### config.mk
export PLATFORM = sky130hd
export DESIGN_NAME = keypad_scanner_flat
export DESIGN_NICKNAME = d
export VERILOG_FILES = /design/src/rtl/keypad_if.sv /design/src/rtl/keypad_scanner.sv /design/src/flat_wrapper.sv
export SDC_FILE = /design/constraint.sdc
export NUM_CORES = 1
export LEC_CHECK = 0
export CAP_MARGIN = 15
export CORE_MARGIN = 4
export CORE_UTILIZATION = 56
export DETAILED_ROUTE_END_ITERATION = 12
export PLACE_DENSITY = 0.81
export SLEW_MARGIN = 15
export SYNTH_ARGS = -nofsm -noshare
export SYNTH_HDL_FRONTEND = slang
export SYNTH_SLANG_ARGS = --single-unit
### constraint.sdc
create_clock -name clk -period 4.96 [get_ports clk]
set_input_delay 1.24 -clock clk [delete_from_list [all_inputs] [get_ports clk]]
set_output_delay 1.24 -clock clk [all_outputs]
set_load 0.05 [all_outputs]
### src/rtl/keypad_if.sv
// keypad_if: keypad pins plus the debounced key outputs bundled as one port.
//   row        keypad rows, active-low, asynchronous to clk (pins -> scanner)
//   col        keypad columns, one-hot active-low drive       (scanner -> pins)
//   decode     debounced key code, 0 = no key                 (scanner -> FSM)
//   key_valid  high while decode != 0                         (scanner -> FSM)
//   key_pulse  one-cycle strobe on a new nonzero code         (scanner -> FSM)
// The scanner takes the slave modport; the board/FSM side takes master.
interface keypad_if;
  logic [3:0] row;
  logic [3:0] col;
  logic [3:0] decode;
  logic       key_valid;
  logic       key_pulse;

  modport master (output row, input col, decode, key_valid, key_pulse);
  modport slave  (input row, output col, decode, key_valid, key_pulse);
endinterface

### src/rtl/keypad_scanner.sv
// keypad_scanner: scans a 4x4 active-low keypad, debounces whole frames and
// presents a stable 4-bit key code (0 = no key) to the game FSM.
//   clk    system clock, rising edge
//   rst_n  asynchronous active-low reset
//   kp     keypad_if.slave: row in, col/decode/key_valid/key_pulse out
// Each column is driven for SCAN_DIV cycles; four columns form one frame.
// A frame yields a code only when exactly one usable key is seen, and that
// code must repeat for DEBOUNCE_CNT frames before it reaches decode.
module keypad_scanner #(
  parameter int SCAN_DIV     = 4,
  parameter int DEBOUNCE_CNT = 3
) (
  input  logic     clk,
  input  logic     rst_n,
  keypad_if.slave  kp
);

  localparam int DIV_W = $clog2(SCAN_DIV);
  localparam int CNT_W = $clog2(DEBOUNCE_CNT + 1);
  localparam logic [DIV_W-1:0] DIV_LAST = DIV_W'(SCAN_DIV - 1);
  localparam logic [CNT_W-1:0] CNT_MAX  = CNT_W'(DEBOUNCE_CNT);

  logic [3:0]       row_meta_q, row_sync_q;
  logic [DIV_W-1:0] div_q, div_d;
  logic [1:0]       col_idx_q, col_idx_d;
  // Keys seen so far in the frame: 0, 1 or 2 (2 means "two or more").
  logic [1:0]       acc_hits_q, acc_hits_d;
  logic [3:0]       acc_code_q, acc_code_d;
  logic [3:0]       cand_q, cand_d;
  logic [CNT_W-1:0] cnt_q, cnt_d;
  logic [3:0]       decode_q, decode_d;
  logic             pulse_q, pulse_d;

  logic       slot_end, frame_end;
  logic [1:0] col_hits;
  logic [3:0] col_code;
  logic [2:0] hits_sum;
  logic [1:0] hits_sat;
  logic [3:0] merged_code;
  logic [3:0] frame_result;

  assign slot_end  = (div_q == DIV_LAST);
  assign frame_end = slot_end && (col_idx_q == 2'd3);

  // Keys visible in the current column; key (3,3) has no code and is skipped.
  always_comb begin
    // NOTE: every combinational output gets a default first so no path
    // leaves it unassigned, which would otherwise infer a latch.
    col_hits = 2'd0;
    col_code = 4'd0;
    for (int r = 0; r < 4; r++) begin
      if (!row_sync_q[r] && !(col_idx_q == 2'd3 && r == 3)) begin
        if (col_hits != 2'd2) col_hits = col_hits + 2'd1;
        col_code = {col_idx_q, 2'(r)} + 4'd1;
      end
    end
  end

  always_comb begin
    hits_sum     = {1'b0, acc_hits_q} + {1'b0, col_hits};
    hits_sat     = (hits_sum >= 3'd2) ? 2'd2 : hits_sum[1:0];
    merged_code  = (col_hits != 2'd0) ? col_code : acc_code_q;
    frame_result = (hits_sat == 2'd1) ? merged_code : 4'd0;
  end

  always_comb begin
    div_d      = div_q;
    col_idx_d  = col_idx_q;
    acc_hits_d = acc_hits_q;
    acc_code_d = acc_code_q;
    cand_d     = cand_q;
    cnt_d      = cnt_q;
    decode_d   = decode_q;
    pulse_d    = 1'b0;

    if (slot_end) begin
      div_d     = '0;
      col_idx_d = col_idx_q + 2'd1;
      if (frame_end) begin
        acc_hits_d = 2'd0;
        acc_code_d = 4'd0;
        if (frame_result == cand_q) begin
          if (cnt_q != CNT_MAX) cnt_d = cnt_q + 1'b1;
        end else begin
          cand_d = frame_result;
          cnt_d  = CNT_W'(1);
        end
      end else begin
        acc_hits_d = hits_sat;
        acc_code_d = merged_code;
      end
    end else begin
      div_d = div_q + 1'b1;
    end

    // Accepted candidate reaches decode one cycle after the deciding frame.
    if (cnt_q == CNT_MAX && cand_q != decode_q) begin
      decode_d = cand_q;
      pulse_d  = (cand_q != 4'd0);
    end
  end

  // NOTE: sequential state uses non-blocking assignments so every register
  // samples the pre-edge values regardless of statement order.
  always_ff @(posedge clk or negedge rst_n) begin
    if (!rst_n) begin
      row_meta_q <= 4'hF;
      row_sync_q <= 4'hF;
      div_q      <= '0;
      col_idx_q  <= 2'd0;
      acc_hits_q <= 2'd0;
      acc_code_q <= 4'd0;
      cand_q     <= 4'd0;
      cnt_q      <= '0;
      decode_q   <= 4'd0;
      pulse_q    <= 1'b0;
    end else begin
      row_meta_q <= kp.row;
      row_sync_q <= row_meta_q;
      div_q      <= div_d;
      col_idx_q  <= col_idx_d;
      acc_hits_q <= acc_hits_d;
      acc_code_q <= acc_code_d;
      cand_q     <= cand_d;
      cnt_q      <= cnt_d;
      decode_q   <= decode_d;
      pulse_q    <= pulse_d;
    end
  end

  assign kp.col       = ~(4'b0001 << col_idx_q);
  assign kp.decode    = decode_q;
  assign kp.key_valid = (decode_q != 4'd0);
  assign kp.key_pulse = pulse_q;

endmodule

### src/flat_wrapper.sv
// flat-port wrapper written by rule: the top's interface ports become plain ports
module keypad_scanner_flat 
#(
  parameter int SCAN_DIV     = 4,
  parameter int DEBOUNCE_CNT = 3
)
  (clk, rst_n, kp_row, kp_col, kp_decode, kp_key_valid, kp_key_pulse);
  keypad_if kp_i ();
  input  logic clk;
  input  logic rst_n;
  input wire logic [$bits(kp_i.row)-1:0] kp_row;
  output wire logic [$bits(kp_i.col)-1:0] kp_col;
  output wire logic [$bits(kp_i.decode)-1:0] kp_decode;
  output wire logic [$bits(kp_i.key_valid)-1:0] kp_key_valid;
  output wire logic [$bits(kp_i.key_pulse)-1:0] kp_key_pulse;
  assign kp_i.row = kp_row;
  assign kp_col = kp_i.col;
  assign kp_decode = kp_i.decode;
  assign kp_key_valid = kp_i.key_valid;
  assign kp_key_pulse = kp_i.key_pulse;
  keypad_scanner #(.SCAN_DIV(SCAN_DIV), .DEBOUNCE_CNT(DEBOUNCE_CNT)) u_core (.clk(clk), .rst_n(rst_n), .kp(kp_i));
endmodule
# After elaboration in Yosys (flattened, before gate mapping)
# Index checks and enable logic that the tools add are counted.
# Widths: inputs -> output; s select.
# word_totals
word_cells	66
output_inout_bits	10
register_bits	29
# classes
n_eq_ne	11
muxes	20
add_sub_neg	11
shifts	1
reduce_logical	10
bitwise	2
magnitude_cmp	1
# op_table
op	n
$mux 4	7
$mux 2	11
$add 4x1->4 const B	4
$add 2x1->2 const B	6
$ne 2x2->1 const B	5
$reduce_bool 4->1	2
$eq 2x2->1 const B	3
$reduce_and 3->1	2
$eq 4x4->1	1
$ne 4x4->1	1
$not 4->4	1
$shl 1x2->4 const A	1
$add 2x2->3	1
$ge 3x2->1 const B	1
$logic_and 1x1->1	3
$eq 2x1->1 const B	1
$logic_not 1->1	2
$mux 1	2
$reduce_bool 2->1	1
$not 1->1	1

# Logic depth before layout (Yosys ltp)
# Gate-level depths: netlist of the first run.
# logic_depth
word_depth	18
depth_mapped	18
mapped_depth_nobuf	18

# Worst setup path before layout of the first run
# OpenSTA, ideal clock, no wires.
# synth_timing
path_kind	flip-flop to flip-flop
startpoint	register u_core.row_sync_q[0]
endpoint	register u_core.cand_q[1]
setup_ps	125
required_time_ps	4835
t_arrival_ps	3577
setup_slack_ps	1258
path_stages_with_launch	15
path_buffers	0
synth_period_minus_slack_ps	3702
path_cell_list	dfstp_2 > inv_1 > ha_1 > mux2i_1 > ha_1 > or3_1 > o31a_1 > clkinv_2 > fa_1 > and3_1 > and4_2 > a311oi_1 > nor4_2 > a21oi_1 > mux2_4
# synth_between
elab_chain_cells	18
elab_cells_between_ends	27
# synth_rtl
element	line_no	rtl
start, declared	keypad_scanner.sv:23	logic [3:0] row_meta_q, row_sync_q;
start signal, assigned	keypad_scanner.sv:119	row_sync_q <= row_meta_q;
$mux 1	keypad_scanner.sv:52	if (!row_sync_q[r] && !(col_idx_q == 2'd3 && r == 3)) begin
$add 2x1->2 or $ne 2x2->1 (tied branches)	keypad_scanner.sv:53	if (col_hits != 2'd2) col_hits = col_hits + 2'd1;
$mux 2	keypad_scanner.sv:53	
$mux 2	keypad_scanner.sv:52	
$add 2x1->2 or $ne 2x2->1 (tied branches)	keypad_scanner.sv:53	
$mux 2	keypad_scanner.sv:53	
$mux 2	keypad_scanner.sv:52	
$add 2x1->2 or $ne 2x2->1 (tied branches)	keypad_scanner.sv:53	
(+2 left out)	--	
$add 2x2->3	keypad_scanner.sv:60	hits_sum = {1'b0, acc_hits_q} + {1'b0, col_hits};
$ge 3x2->1	keypad_scanner.sv:61	hits_sat = (hits_sum >= 3'd2) ? 2'd2 : hits_sum[1:0];
$mux 2	keypad_scanner.sv:61	
$eq 2x1->1	keypad_scanner.sv:63	frame_result = (hits_sat == 2'd1) ? merged_code : 4'd0;
$mux 4 (*)	keypad_scanner.sv:63	
$eq 4x4->1	keypad_scanner.sv:82	if (frame_result == cand_q) begin
$not 1->1 (no source line)	--	
$reduce_and 3->1 (no source line)	--	
end signal, assigned	keypad_scanner.sv:124	cand_q <= cand_d;
end, declared	keypad_scanner.sv:29	logic [3:0] cand_q, cand_d;
# Mark *: on every way between the ends. The rest lies on a longest branch, timed or not.
# A chain may end at the register's enable or synchronous reset.

# Worst setup path after layout of the first run
# Same ends and word-level chain as after synthesis.

==> results of run 1 <==
-- cell usage after synthesis (2+ instances only) --
cell type | count | area, µm²
sky130_fd_sc_hd__o41ai_1 | 3 | 26.3
sky130_fd_sc_hd__nor3_1 | 3 | 15.0
sky130_fd_sc_hd__mux2i_1 | 2 | 20.0
sky130_fd_sc_hd__nor2_1 | 11 | 41.3
sky130_fd_sc_hd__dfrtp_1 | 21 | 526
sky130_fd_sc_hd__o2bb2ai_1 | 2 | 17.5
sky130_fd_sc_hd__a21oi_1 | 7 | 35.0
sky130_fd_sc_hd__nand2_1 | 9 | 33.8
sky130_fd_sc_hd__buf_2 | 2 | 10.0
sky130_fd_sc_hd__a21o_1 | 3 | 22.5
sky130_fd_sc_hd__ha_1 | 12 | 150
sky130_fd_sc_hd__inv_1 | 16 | 60.1
sky130_fd_sc_hd__clkbuf_1 | 2 | 7.51
sky130_fd_sc_hd__a211oi_1 | 2 | 15.0
sky130_fd_sc_hd__o21ai_0 | 6 | 30.0
sky130_fd_sc_hd__dfstp_2 | 8 | 210
sky130_fd_sc_hd__a41oi_1 | 2 | 17.5
sky130_fd_sc_hd__or3_1 | 2 | 12.5
sky130_fd_sc_hd__nand3_1 | 5 | 25.0
sky130_fd_sc_hd__o31a_1 | 3 | 26.3
sky130_fd_sc_hd__xnor2_1 | 4 | 35.0
sky130_fd_sc_hd__nor4_1 | 2 | 12.5
sky130_fd_sc_hd__mux2_2 | 5 | 56.3
-- registers in the layout, indices dropped and copies added, names as in the netlist, 2 cells and up --
name	count
u_core.row_meta_q	4
u_core.acc_hits_q	2
u_core.div_q	2
u_core.kp.decode	4
u_core.cnt_q	2
u_core.col_idx_q	2
u_core.row_sync_q	4
u_core.cand_q	4
u_core.acc_code_q	4
-- metal layers --
metal / part of all wire / wire [µm]
met1: 0.43 / 1370
met2: 0.50 / 1600
met3: 0.048 / 154
met4: 0.024 / 77
met5: 0 / 0
-- cells by family after synthesis --
logic type	after synthesis	share of synthesized area
AO/OA/AOI/OAI	40	0.178
XOR/XNOR	5	0.0268
adder cells (fa/ha/maj)	13	0.104
buffers and inverters	22	0.0558
flip-flops	29	0.450
multiplexers	8	0.0558
AND/OR/NAND/NOR	41	0.130
-- cell usage in the layout, fill, tap and decap left out, types with 2 or more instances in the layout --
cell type	instances
sky130_fd_sc_hd__clkdlybuf4s50_1	15
sky130_fd_sc_hd__clkbuf_4	5
sky130_fd_sc_hd__o2bb2ai_1	2
sky130_fd_sc_hd__ha_1	12
sky130_fd_sc_hd__nor2_1	11
sky130_fd_sc_hd__nor3_1	3
sky130_fd_sc_hd__dfrtp_1	21
sky130_fd_sc_hd__mux2_2	5
sky130_fd_sc_hd__nand3_1	5
sky130_fd_sc_hd__nand2_1	9
sky130_fd_sc_hd__nor4_1	2
sky130_fd_sc_hd__a41oi_1	2
sky130_fd_sc_hd__dfstp_2	8
sky130_fd_sc_hd__inv_1	16
sky130_fd_sc_hd__o31a_1	3
sky130_fd_sc_hd__a21o_1	3
sky130_fd_sc_hd__o21ai_0	6
sky130_fd_sc_hd__xnor2_1	4
sky130_fd_sc_hd__a21oi_1	7
sky130_fd_sc_hd__o41ai_1	3
sky130_fd_sc_hd__mux2i_1	2
sky130_fd_sc_hd__a211oi_1	2
sky130_fd_sc_hd__or3_1	2
-- stage by stage --
| stage | instance area, µm² | cells | utilization | setup WS (ns) |
|---|---|---|---|---|
| floorplan | 1640 | 158 | - | 1.26 |
| global placement | 1820 | 201 | 0.653 | 0.958 |
| detailed placement | 1820 | 201 | 0.653 | 0.750 |
| CTS | 1900 | 209 | 0.685 | 0.711 |
| global route | 1900 | 209 | 0.685 | 0.453 |
| finish | 1900 | 209 | 0.685 | 0.670 |
-- worst max-delay path, cell delays in order (launching register included) --
cell	delay [ns]
sky130_fd_sc_hd__dfstp_2	0.57
sky130_fd_sc_hd__inv_1	0.06
sky130_fd_sc_hd__ha_1	0.31
sky130_fd_sc_hd__mux2i_1	0.25
sky130_fd_sc_hd__ha_1	0.28
sky130_fd_sc_hd__or3_1	0.30
sky130_fd_sc_hd__o31a_1	0.17
sky130_fd_sc_hd__clkinv_2	0.13
sky130_fd_sc_hd__fa_1	0.48
sky130_fd_sc_hd__nand3_1	0.34
sky130_fd_sc_hd__nor2_1	0.12
sky130_fd_sc_hd__mux2i_1	0.23
sky130_fd_sc_hd__o211ai_1	0.12
sky130_fd_sc_hd__nor3_1	0.35
sky130_fd_sc_hd__a21oi_1	0.14
sky130_fd_sc_hd__mux2_4	0.31
-- report_power, final --
group / switching [mW] / leakage, nW / internal (mW)
sequential: 0.0460 / 0.366 / 0.275
combinational: 0.195 / 0.437 / 0.136
clock: 0.0839 / 0.0445 / 0.120
total: 0.325 / 0.848 / 0.531
-- worst max path at each step --
stage	start	end	slack (ns)	cells past startpoint
after floorplan	u_core.row_sync_q[0]	u_core.cand_q[1]	1.26	14
after global placement	u_core.row_sync_q[0]	u_core.cand_q[1]	0.96	15
after detailed placement	u_core.row_sync_q[1]	u_core.cand_q[1]	0.75	15
after CTS	u_core.row_sync_q[0]	u_core.cand_q[1]	0.71	15
after global routing	u_core.row_sync_q[0]	u_core.cand_q[1]	0.45	15
final	u_core.row_sync_q[0]	u_core.cand_q[1]	0.67	15
-- area by class of cell --
| type | count | area share |
|---|---|---|
| clock buffers | 6 | 0.0269 |
| clock inverters | 2 | 0.0197 |
| inverters | 18 | 0.0388 |
| multi-input cells | 107 | 0.425 |
| flip-flops and latches | 29 | 0.386 |
| well taps | 31 | 0.0204 |
| repair buffers | 16 | 0.0828 |
==> metrics, run 1 <==
reported max-cap violation count=0; required time worst endpoint=around 5.2 ns; number of buffers created by CTS=5; number of nets produced by synthesis=177; initial core utilization=0.588; Synth Area per Inst=10.4 µm²; Sequential Area=736 µm²; met2 routing resource usage after global routing=0.312; synth unique cells=49; Max Clock Skew=around 0.014 ns; worst-skew pair later-pin latency=0.33 ns; depth of the most critical reg-to-reg path=15; endpoints failing setup=0; I/O pin count=16; critical path peak fanout=11; final worst path period share=0.865; number of instances in the synthesized netlist=approximately 160; worst reg2reg endpoint=u_core.cand_q[1]; count of state elements after synthesis=29; first-pass GRT wire length=roughly 5.3 mm; result of the run=complete, no violations; Mapped Area=between 0.0015 and 0.002 mm²; unrepaired setup endpoints after global routing=no; dominant synthesized flop cell=sky130_fd_sc_hd__dfrtp_1; worst-case clock buffer depth=2; hold violation count in the final report=0; count of unresolved DRC violations after routing=0; ratio of total power to cell area=about 450 mW/mm²; detailed-placement wirelength estimate=2.42 mm; highest-utilization routing layer at the global route stage=met2; type of destination of the critical path=register; Vias/cell=6.11; number of warning messages in the yosys log=0; total congestion overflow after global routing=0; number of sinks handled by clock tree synthesis=29; routability cong.=about 0.94; TritonCTS clock tree=done; Critical Path Start Type=register; via count=roughly 1300; fraction of synthesis flops using an asynchronous set or reset pin=1.00; antenna violations before repair=0; time the final worst path needs with I/O delays and setup=4.29 ns; met1 track demand over resource=0.240; final hold slack=0.350 ns; fraction of the yosys area taken by sequential cells=0.450; peak clock frequency supported by timing=233 MHz; number of DRC violations after detailed-routing iteration 0=72; cell leakage power=0.848 nW; total die area=~0.0039 mm²; met3 Usage GRT=0.0496; via count of the first global-routing pass=1195; die height=62.1 µm; Power, Total=~860 µW; worst r2r src=u_core.row_sync_q[0]; flop-to-flop setup slack=0.67 ns; number of detailed-routing iterations run before antenna repair=4; overall track demand over capacity in global routing=0.191; register clock-pin slew on the reported worst setup and hold paths=roughly 0.1 ns; relative slew slack=0.326; critical path class=reg2reg; Worst-Margin Slew=1.01 ns; antenna fix cells=0; Chip Width=62.1 µm; number of gates resized after CTS=0; cts hold-fix bufs=0; Worst Hold Path Cells=0; source of the worst hold timing path=u_core.row_meta_q[0]; share of cells above drive strength 1=0.185; nets=196; Final Routed Wirelength=approximately 3.2 mm; max-slew violations=0; H-tree lvl count=2; buffers inserted during post-CTS setup optimization=0; number of antenna-violating nets in the routed design=0; footprint of the multi-input gates=810 µm²; Worst VDD drop=~0.5 mV; maximum number of pins on one net before global-route repair=24; signed area change from the synthesized netlist to the final layout=16.4%; fill cell total of the finished layout=203; mean routed wirelength per cell=15.3 µm; HP Class=reg2reg; area inside the core boundary=around 0.0028 mm²; Post-synth EDFFs=0; root cell of the clock tree=sky130_fd_sc_hd__clkbuf_4; standard-cell row count=19; final setup TNS=0 ns; worst-case hold path end point=u_core.row_sync_q[0]; number of input and output port buffers inserted=15; endpoint arrival time on the critical path=approximately 4.5 ns
Note: power is estimated with default switching activity, not from simulation.
==> inputs of run 2 (changes only) <==
--- a/config.mk
+++ b/config.mk
@@ -14,3 +14,4 @@
 export SYNTH_ARGS = -nofsm -noshare
 export SYNTH_HDL_FRONTEND = slang
 export SYNTH_SLANG_ARGS = --single-unit
+export TNS_END_PERCENT = 20
==> results of run 2 <==
Same layout as run 1: the final DEF is identical, and so are final timing and power.
==> inputs of run 3 (changes only) <==
--- a/config.mk
+++ b/config.mk
@@ -6,6 +6,7 @@
 export NUM_CORES = 1
 export LEC_CHECK = 0
 export CAP_MARGIN = 15
+export CORE_ASPECT_RATIO = 0.8
 export CORE_MARGIN = 4
 export CORE_UTILIZATION = 56
 export DETAILED_ROUTE_END_ITERATION = 12
==> metrics, run 3 (same netlist as run 1, synthesis figures left out) <==
number of input and output port buffers inserted=15; worst-case clock buffer depth=2; cts hold-fix bufs=0; final cell count without fillers=between 200 and 250; Vias/cell=5.96; dpl ws=0.669 ns; relative slew slack=0.499; placed instance count=208; initial core utilization=0.587; Sequential Area=736 µm²; leading cell type in the layout, fill and taps excluded=sky130_fd_sc_hd__dfrtp_1; Max Clock Skew=between 0.003 and 0.004 ns; total die area=between 0.003 and 0.004 mm²; Reg power frac=0.370; via count=1288; final worst setup slack=0.543 ns; count of unresolved DRC violations after routing=0; switching portion of total power=0.383; fraction of power consumed by combinational cells=0.385; endpoints failing setup=0; standard-cell row count=17; hold violation count in the final report=0; area inside the core boundary=roughly 0.0028 mm²; HP Class=reg2reg; number of antenna-violating nets in the routed design=0; footprint of the multi-input gates=~810 µm²; H-tree lvl count=2; Critical Path Start Type=register; number of sinks handled by clock tree synthesis=29; routability cong.=0.860; antenna fix cells=0; number of DRC violations after detailed-routing iteration 0=115; internal power of the cells=between 500 and 600 µW; signed area change from the synthesized netlist to the final layout=17.7%; Worst-Margin Slew=0.748 ns; time the final worst path needs with I/O delays and setup=approximately 4.4 ns; type of destination of the critical path=register; maximum number of pins on one net before global-route repair=17; critical path peak fanout=11; number of buffers created by CTS=5; Net Switching=333 µW; register clock-pin slew on the reported worst setup and hold paths=0.06 ns; reported max-cap violation count=0; Power, Total=approximately 870 µW; fill cell total of the finished layout=218; Chip Width=68.4 µm; overall track demand over capacity in global routing=0.203; root cell of the clock tree=sky130_fd_sc_hd__clkbuf_8; first-pass GRT wire length=just under 6 mm; unrepaired setup endpoints after global routing=no; final worst path period share=0.891; share of cells above drive strength 1=0.185; clock share of power=0.245; peak clock frequency supported by timing=226 MHz; via count of the first global-routing pass=roughly 1200; worst-skew pair later-pin latency=0.28 ns; max-slew violations=0; total congestion overflow after global routing=0; leading cell types in the layout, fill and taps excluded=21 x sky130_fd_sc_hd__dfrtp_1, 16 x sky130_fd_sc_hd__inv_1, 15 x sky130_fd_sc_hd__clkdlybuf4s50_1; ratio of total power to cell area=452 mW/mm²; I/O pin count=16; final core utilization=0.691; depth of the most critical reg-to-reg path=15; detailed-placement wirelength estimate=roughly 2.5 mm; required time worst endpoint=5.13 ns; final setup TNS=0 ns; number of detailed-routing iterations run before antenna repair=4; number of gates resized after CTS=0; cell leakage power=roughly 0.86 nW; nets=196; Worst Hold Path Cells=0; Worst VDD drop=roughly 0.34 mV; die height=approximately 56 µm; antenna violations before repair=0; critical path class=reg2reg; TritonCTS clock tree=done; buffers inserted during post-CTS setup optimization=0; endpoint arrival time on the critical path=4.59 ns; Final Routed Wirelength=3.49 mm; result of the run=complete, no violations; mean routed wirelength per cell=16.2 µm
-- run 3: critical path, stage by stage, from the launching register on --
cell and delay (ns):
sky130_fd_sc_hd__dfstp_2 0.56, sky130_fd_sc_hd__inv_1 0.07, sky130_fd_sc_hd__ha_1 0.30, sky130_fd_sc_hd__mux2i_1 0.33
sky130_fd_sc_hd__ha_1 0.32, sky130_fd_sc_hd__or3_1 0.32, sky130_fd_sc_hd__o31a_1 0.17, sky130_fd_sc_hd__clkinv_2 0.13
sky130_fd_sc_hd__fa_1 0.47, sky130_fd_sc_hd__nand3_1 0.37, sky130_fd_sc_hd__nor2_1 0.11, sky130_fd_sc_hd__a41oi_1 0.23
sky130_fd_sc_hd__o211ai_1 0.12, sky130_fd_sc_hd__nor3_1 0.34, sky130_fd_sc_hd__a21oi_1 0.15, sky130_fd_sc_hd__mux2_4 0.31
-- run 3: worst paths after layout --
| kind | from | end | slack [ns] |
|---|---|---|---|
| max in group asynchronous | rst_n | u_core.row_sync_q[1] | 2.81 |
| min reg2reg | u_core.row_meta_q[3] | u_core.row_sync_q[3] | 0.36 |
| min | u_core.row_meta_q[3] | u_core.row_sync_q[3] | 0.36 |
| max reg2reg | u_core.row_sync_q[0] | u_core.cand_q[1] | 0.54 |
| min in group asynchronous | rst_n | u_core.cand_q[2] | 1.40 |
| max | u_core.row_sync_q[0] | u_core.cand_q[1] | 0.54 |
-- run 3: power groups by stage --
stage / sequential (mW) / combinational [mW] / clock, mW
2_1_floorplan: 0.368 / 0.187 / 0
3_3_place_gp: 0.321 / 0.319 / 0
3_5_place_dp: 0.325 / 0.330 / 0
4_1_cts: 0.320 / 0.334 / 0.216
5_1_grt: 0.329 / 0.355 / 0.228
6_report: 0.322 / 0.335 / 0.213
-- run 3: through the flow --
stage | area (µm²) | hold WS (ns)
floorplan | 1640 | 0.345
global placement | 1820 | 0.346
detailed placement | 1820 | 0.347
CTS | 1930 | 0.355
global route | 1930 | 0.357
finish | 1930 | 0.355
-- run 3: metal layers --
| layer | GRT usage | routed length, µm | vias to the layer above |
|---|---|---|---|
| met2 | 0.269 | 1510 | 63 |
| met3 | 0.0600 | 285 | 14 |
| met1 | 0.293 | 1560 | 608 |
| li1 | - | - | 603 |
| met5 | 0 | 0 | - |
| met4 | 0.105 | 140 | 0 |
-- run 3: cell type report --
type,instances,area share
inverter,18,0.0383
clock buffer,7,0.0500
clock inverter,1,0.00260
tap,38,0.0247
sequential,29,0.382
multi-input combinational,107,0.420
timing repair buffer,16,0.0819
